`src/rtl/bram_stream_reader.sv`:
```
// Streams a run of consecutive RAM words out of a 2-cycle-latency block RAM
// read port. A command gives a start address and a word count; reads are
// issued only while the output buffer has room for every word already
// requested, so a stalled consumer never causes data to be dropped.
module bram_stream_reader #(
    parameter int DATA_W     = 8,
    parameter int ADDR_W     = 9,
    parameter int LEN_W      = 10,
    parameter int FIFO_DEPTH = 4
) (
    input  logic              clk,
    input  logic              rstb,
    input  logic              cmd_valid,
    output logic              cmd_ready,
    input  logic [ADDR_W-1:0] cmd_addr,
    input  logic [LEN_W-1:0]  cmd_len,
    output logic [ADDR_W-1:0] ram_addr,
    output logic              ram_en,
    output logic              ram_we,
    output logic              ram_regce,
    input  logic [DATA_W-1:0] ram_dout,
    output logic              m_valid,
    input  logic              m_ready,
    output logic [DATA_W-1:0] m_data,
    output logic              m_last,
    output logic              busy,
    output logic              done
);

    localparam int PTR_W = $clog2(FIFO_DEPTH);
    localparam int CNT_W = PTR_W + 1;
    localparam int OCC_W = CNT_W + 1;

    typedef enum logic [1:0] {
        IDLE  = 2'd0,
        RUN   = 2'd1,
        DRAIN = 2'd2
    } state_t;

    state_t state;
    state_t state_next;

    logic [ADDR_W-1:0] cur_addr;
    logic [LEN_W-1:0]  remaining;
    logic [1:0]        pipe_valid;
    logic [1:0]        pipe_last;
    logic [DATA_W:0]   fifo_mem [FIFO_DEPTH];
    logic [PTR_W-1:0]  wr_ptr;
    logic [PTR_W-1:0]  rd_ptr;
    logic [CNT_W-1:0]  fifo_count;
    logic              done_q;

    logic              cmd_fire;
    logic              issue;
    logic              issue_last;
    logic              push;
    logic              pop;
    logic [1:0]        in_flight;
    logic [OCC_W-1:0]  occupancy;
    logic [DATA_W:0]   fifo_head;

    // Credit check: a word is requested only when the buffer can hold it
    // together with everything already in flight from the RAM.
    assign in_flight  = {1'b0, pipe_valid[0]} + {1'b0, pipe_valid[1]};
    assign occupancy  = {1'b0, fifo_count} + OCC_W'(in_flight);
    assign issue      = (state == RUN) && (occupancy < OCC_W'(FIFO_DEPTH));
    assign issue_last = issue && (remaining == LEN_W'(1));
    assign cmd_fire   = cmd_valid && cmd_ready;
    assign push       = pipe_valid[1];
    assign pop        = m_valid && m_ready;

    assign fifo_head  = fifo_mem[rd_ptr];
    assign m_valid    = (fifo_count != '0);
    assign m_data     = fifo_head[DATA_W-1:0];
    assign m_last     = m_valid && fifo_head[DATA_W];

    assign ram_addr   = cur_addr;
    assign ram_en     = issue;
    assign ram_we     = 1'b0;
    assign ram_regce  = 1'b1;
    assign done       = done_q;

    // State register.
    always_ff @(posedge clk) begin
        if (rstb) begin
            state <= IDLE;
        end else begin
            state <= state_next;
        end
    end

    // Next-state logic; a command is refused during the done pulse cycle.
    always_comb begin
        state_next = state;
        cmd_ready  = 1'b0;
        busy       = 1'b1;
        case (state)
            IDLE: begin
                busy      = 1'b0;
                cmd_ready = !done_q;
                if (cmd_valid && !done_q && (cmd_len != '0)) begin
                    state_next = RUN;
                end
            end
            RUN: begin
                if (issue_last) begin
                    state_next = DRAIN;
                end
            end
            DRAIN: begin
                if (pop && m_last) begin
                    state_next = IDLE;
                end
            end
            default: begin
                state_next = IDLE;
            end
        endcase
    end

    // Command latch, then step address (wrapping) and remaining count per read.
    always_ff @(posedge clk) begin
        if (rstb) begin
            cur_addr  <= '0;
            remaining <= '0;
        end else if (cmd_fire) begin
            cur_addr  <= cmd_addr;
            remaining <= cmd_len;
        end else if (issue) begin
            cur_addr  <= cur_addr + ADDR_W'(1);
            remaining <= remaining - LEN_W'(1);
        end
    end

    // Two-stage tracker lining each request up with its RAM data; clearing
    // it on reset keeps late RAM data out of the buffer.
    always_ff @(posedge clk) begin
        if (rstb) begin
            pipe_valid <= '0;
            pipe_last  <= '0;
        end else begin
            pipe_valid <= {pipe_valid[0], issue};
            pipe_last  <= {pipe_last[0], issue_last};
        end
    end

    // Buffer storage; contents need no reset since the count gates visibility.
    always_ff @(posedge clk) begin
        if (push) begin
            fifo_mem[wr_ptr] <= {pipe_last[1], ram_dout};
        end
    end

    // Buffer pointers and occupancy count.
    always_ff @(posedge clk) begin
        if (rstb) begin
            wr_ptr     <= '0;
            rd_ptr     <= '0;
            fifo_count <= '0;
        end else begin
            if (push) begin
                wr_ptr <= wr_ptr + PTR_W'(1);
            end
            if (pop) begin
                rd_ptr <= rd_ptr + PTR_W'(1);
            end
            case ({push, pop})
                2'b10:   fifo_count <= fifo_count + CNT_W'(1);
                2'b01:   fifo_count <= fifo_count - CNT_W'(1);
                default: fifo_count <= fifo_count;
            endcase
        end
    end

    // Completion pulse: after an empty command, or after the final beat leaves.
    always_ff @(posedge clk) begin
        if (rstb) begin
            done_q <= 1'b0;
        end else begin
            done_q <= (cmd_fire && (cmd_len == '0)) ||
                      ((state == DRAIN) && pop && m_last);
        end
    end

endmodule

```
`config.mk`:
```
export PLATFORM = sky130hd
export DESIGN_NAME = bram_stream_reader
export DESIGN_NICKNAME = d
export VERILOG_FILES = /design/src/rtl/bram_stream_reader.sv
export SDC_FILE = /design/constraint.sdc
export NUM_CORES = 1
export LEC_CHECK = 0
export CORE_ASPECT_RATIO = 1.25
export CORE_MARGIN = 1.5
export CORE_UTILIZATION = 50
export CTS_CLUSTER_SIZE = 20
export DETAILED_ROUTE_END_ITERATION = 7
export DONT_BUFFER_PORTS = 1
export SYNTH_ARGS = -nofsm -noshare
export SYNTH_HDL_FRONTEND = slang
export SYNTH_SLANG_ARGS = --single-unit
```
`constraint.sdc`:
```
create_clock -name clk -period 3.9 [get_ports clk]
set_input_delay 0.39 -clock clk [delete_from_list [all_inputs] [get_ports clk]]
set_output_delay 0.39 -clock clk [all_outputs]
set_load 0.05 [all_outputs]
```
* Word-level counts from Yosys, hierarchy flattened
Memories as Yosys holds them, arrays and structs flattened. A register that Yosys moved wholly into a read port is not among the register bits.
Cells that the tools add are included.
** Storage, ports and cells
- Memories :: 1
- Memory bits (writable) :: 36
- Bits in registers :: 33
- Bits of input ports :: 31
- Output and inout port bits :: 25
- Logic and storage cells :: 62
** Memories
- fifo_mem :: depth 4, width 9, read ports 1, clocked after memory_dff 1, write ports 1, line 47 : logic [DATA_W:0] fifo_mem [FIFO_DEPTH];
** Operators by class
- Reduce and logical (&&, ||, !) cells :: 20
- Equality and inequality tests :: 8
- Muxes and demuxes :: 15
- Add/subtract/negate cells :: 8
- Magnitude comparators :: 1
** Operators with widths (count)
- 10-bit two-way mux :: 2
- 9-bit two-way mux :: 2
- 1-bit logical AND :: 11
- 10-bit by 1-bit equality test with 1-bit output, second input constant :: 1
- 10-bit zero test :: 1
- 2-bit two-way mux :: 5
- 10-bit nonzero test :: 1
- 10-bit by 1-bit subtractor with 10-bit output, second input constant :: 1
- 9-bit by 1-bit adder with 9-bit output, second input constant :: 1
- 2-bit inequality test, second input constant :: 3
- 2-bit case mux with 3 select lines :: 1
- 3-bit case mux with 2 select lines :: 1
- 2-bit by 1-bit adder with 2-bit output, second input constant :: 2
- 3-bit by 2-bit adder with 4-bit output :: 1
- 2-bit by 1-bit equality test with 1-bit output, second input constant :: 2
- 2-bit equality test, second input constant :: 2
- 4-bit by 3-bit less-than comparator with 1-bit output, second input constant :: 1
- 1-bit two-way mux :: 4
- 2-bit nonzero test :: 2
- 3-bit by 1-bit adder with 3-bit output, second input constant :: 1
- 3-bit AND reduction :: 1
- 3-bit nonzero test :: 1
- 3-bit by 1-bit subtractor with 3-bit output, second input constant :: 1
- 1-bit by 1-bit adder with 2-bit output :: 1
- other kinds (3) :: 3

* Logic depth before layout (Yosys ltp)
- Depth after elaboration :: 7
- Depth in mapped cells :: 8
- Depth with buffers taken out :: 7

* Worst setup path after synthesis
No wires, ideal clock.
- Kind :: register to output
- From :: register state[1]
- To :: output cmd_ready
- Required time :: 3.510 ns
- Stages on the path, launching flop included :: 3
- Path buffers :: 0
- Slack :: 2.062 ns
- Arrival time :: 1.448 ns
- Cells stage by stage :: dfxtp_1 > or2_2 > nor2_1
** Between the ends
- Longest elaborated chain between the ends :: 2
** Ends and longest elaborated chain
- start, declared :: line 40 : state_t state;
- start signal, assigned :: line 88 : state <= state_next;
- 2-bit zero test :: line 97 : case (state)
- 1-bit two-way mux :: line 97
- end, declared :: line 14 : output logic cmd_ready,
Every way passes these cells.

==> flow_metrics.tcl <==
set metrics [dict create \
    nFillCells 566 \
    cts_tree "done" \
    finalCritPeriodShare_pct 62.23 \
    setup_violations 0 \
    drc 0 \
    fin_ws_ns 1.473 \
    outcome "completed" \
    wire_per_inst_um 16.68 \
    ys_warn_count 0 \
    final_cells 352 \
    grt_max_degree 35 \
    worstHoldPathCells 1 \
    cts_sinks 71 \
    rr_endpoint "ram_addr[0]" \
    leakage_nw 1.149 \
    htree_num_levels 3 \
    seq_area_um2 1782 \
    required_ns 3.51 \
    numPortBuffers 0 \
    synthCells 268 \
    drive_gt1_share_pct 12.73 \
    drt_iter0_drc 81 \
    setup_tns_ns 0 \
    r2r_setup_slack_ns 1.64 \
    hpwl_mm 3.864 \
    multi_input_area_um2 1267 \
    grt_usage_pct 18.32 \
    final_cell_area_um2 3421 \
    power_density_nw_per_um2 539.0 \
    dieHeight_um 92.51 \
    syn_to_final_growth_pct 6.755 \
    dr.pass1.iters 4 \
    fp.dieArea_um2 6901 \
    synth-async-reset-ratio_pct 0 \
    ctsResizeCount 0 \
    arrival_ns 2.04 \
    worstReg2RegStart "state[0]" \
    yosysTopAreaCell "edfxtp_1" \
    rows 32 \
    dp.cells 336 \
    vdd_drop_max_mv 0.2461 \
    fin_crit_ns 2.427 \
    synth_edf_count 36 \
    cts-buffers-inserted 9 \
    end_kind "primary output" \
    relSlewSlack_pct 33.31 \
    maxCapViolCount 0 \
    initial_core_util_pct 51.97 \
    fin_util_pct 55.48 \
    rr_worst_depth 4 \
    fmax_mhz 412.1 \
    clk_pin_slew_worst_paths_ns 0.08 \
    worstMarginPinSlew_ns 0.9913 \
    final_common_cell "edfxtp_1" \
    ys_seq_elements 71 \
    rsz0062_at_grt "no" \
    worst_path_max_delay_cell "dfxtp_1" \
    grt_overflow 0 \
    startpoint_type "register" \
    finClkSkew_ns 0.005617 \
    synth_top_area_share_pct 33.74 \
    finalHoldViolations 0 \
    ant_nets 0 \
    ys_seq_area_share_pct 55.60 \
    synth_fp_nets 309 \
    synth_area_leaders "edfxtp_1, dfxtp_1, mux4_2" \
    cp_slowest_stage_delay_ns 0.72 \
    hold_path.class "in2reg" \
    via_per_inst 5.787 \
    vias 2037 \
    syn_avg_cell_area_um2 11.96 \
    worstPathCellList "mux4_2 -> and2_1" \
    dp_slack_ns 1.681 \
    clk_latency_ns 0.35 \
    first_global_vias 1975 \
    cp_max_fo 9 \
    synth_cell_type_count 51 \
    clock_path_buffers 2 \
    synth_flop_cell "edfxtp_1" \
    finalMaxSlewViolations 0 \
    post_cts_buffers 0 \
    diodes 0 \
    placed_area_um2 3202 \
    ctsHoldBuffers 0 \
    critical_path_class "reg2out" \
    gp_congestion 0.7269 \
    grt_pass1_wl_mm 9.418 \
    final_cell_mix "edfxtp_1, dfxtp_1, nor2_1" \
    chipWidth_um 74.60 \
    antenna_found_initial 0 \
    synth_area_um2 3204 \
    hp-start "rstb" \
    ios 56 \
    routed_wl_mm 5.873 \
    nets 303 \
    min_to "ram_addr[5]" \
    root_buffer "clkbuf_8" \
    core_area_um2 6166 \
]
power breakdown:
part           internal, mW  switching, mW  total (mW)
Combinational        0.0997          0.193       0.292
Sequential            0.820         0.0817       0.902
Clock                 0.362          0.288       0.650
synth_stat cells, types with 2 or more instances:
library cell,instances
clkbuf_1,5
or3_1,7
ha_1,9
conb_1,2
xnor2_1,2
a31oi_1,7
nand4_1,3
a311oi_1,2
a21oi_1,8
edfxtp_1,36
mux4_2,9
nor4_1,4
nand2_1,11
nor3_1,5
o211ai_1,3
and2_1,5
dfxtp_1,35
nor2_1,26
nor3b_1,2
and3_1,4
o21a_1,3
a2bb2oi_1,2
a211oi_1,3
a32oi_1,6
o21ai_0,3
inv_1,11
mux2i_1,4
mux2_2,2
buf_2,6
and4_1,2
buf_4,2
nand3_1,13
buf_6,4
a22oi_1,2
xor2_1,3
nor2b_1,2
registers in the layout, summed over array words and instances (netlist names), named ones only:
name,count
fifo_count,3
remaining,10
state,2
ram_addr,9
pipe_valid,2
pipe_last,2
done,1
fifo_mem,36
rd_ptr,2
wr_ptr,2
kinds of logic (layout without fill, tap and decap cells):
kind of cell | after synthesis | in the layout | synth area share (%)
simple gates | 88 | 88 | 14.21
flops | 71 | 71 | 55.60
compound gates | 48 | 48 | 11.32
buf+inv | 29 | 28 | 4.842
mux | 15 | 15 | 8.278
fa+ha+maj | 10 | 10 | 4.139
xor+xnor | 5 | 5 | 1.367
other cells | 2 | 2 | 0.2344
routing by layer:
layer / global-route usage, % / wire length, µm
met4: 9.848 / 143
met5: 0 / 0
met3: 4.461 / 314
met2: 30.36 / 2955
met1: 21.37 / 2460
worst max path at each step:
stage / startpoint / endpoint / slack [ns] / cells past startpoint
after floorplan: state[1] / cmd_ready / 2.06 / 2
after global routing: register / m_last / 1.35 / 2
after CTS: register / m_last / 1.41 / 2
final: register / m_last / 1.47 / 2
after global placement: fifo_count[0] / ram_addr[4] / 1.71 / 6
after detailed placement: fifo_count[0] / ram_addr[4] / 1.68 / 6
worst max-delay path, delay by kind of cell (launching register included):
family / cells / cell delay, ns
AND/OR/NAND/NOR: 1 / 0.35
multiplexers: 1 / 0.62
flip-flops: 1 / 0.72
area by class of cell:
type | instances | area share (%)
Multi-Input combinational cell | 168 | 37.05
Tap cell | 85 | 3.109
Clock buffer | 9 | 3.621
Clock inverter | 7 | 2.780
Inverter | 12 | 1.353
Sequential cell | 71 | 52.08
through the flow:
stage	total power, mW	hold slack (ns)
floorplan	1.184	0.4138
global placement	1.208	0.4190
detailed placement	1.211	0.4283
CTS	1.857	0.08702
global route	1.924	0.07581
finish	1.844	0.09663
Note: power is estimated with default switching activity, not from simulation.
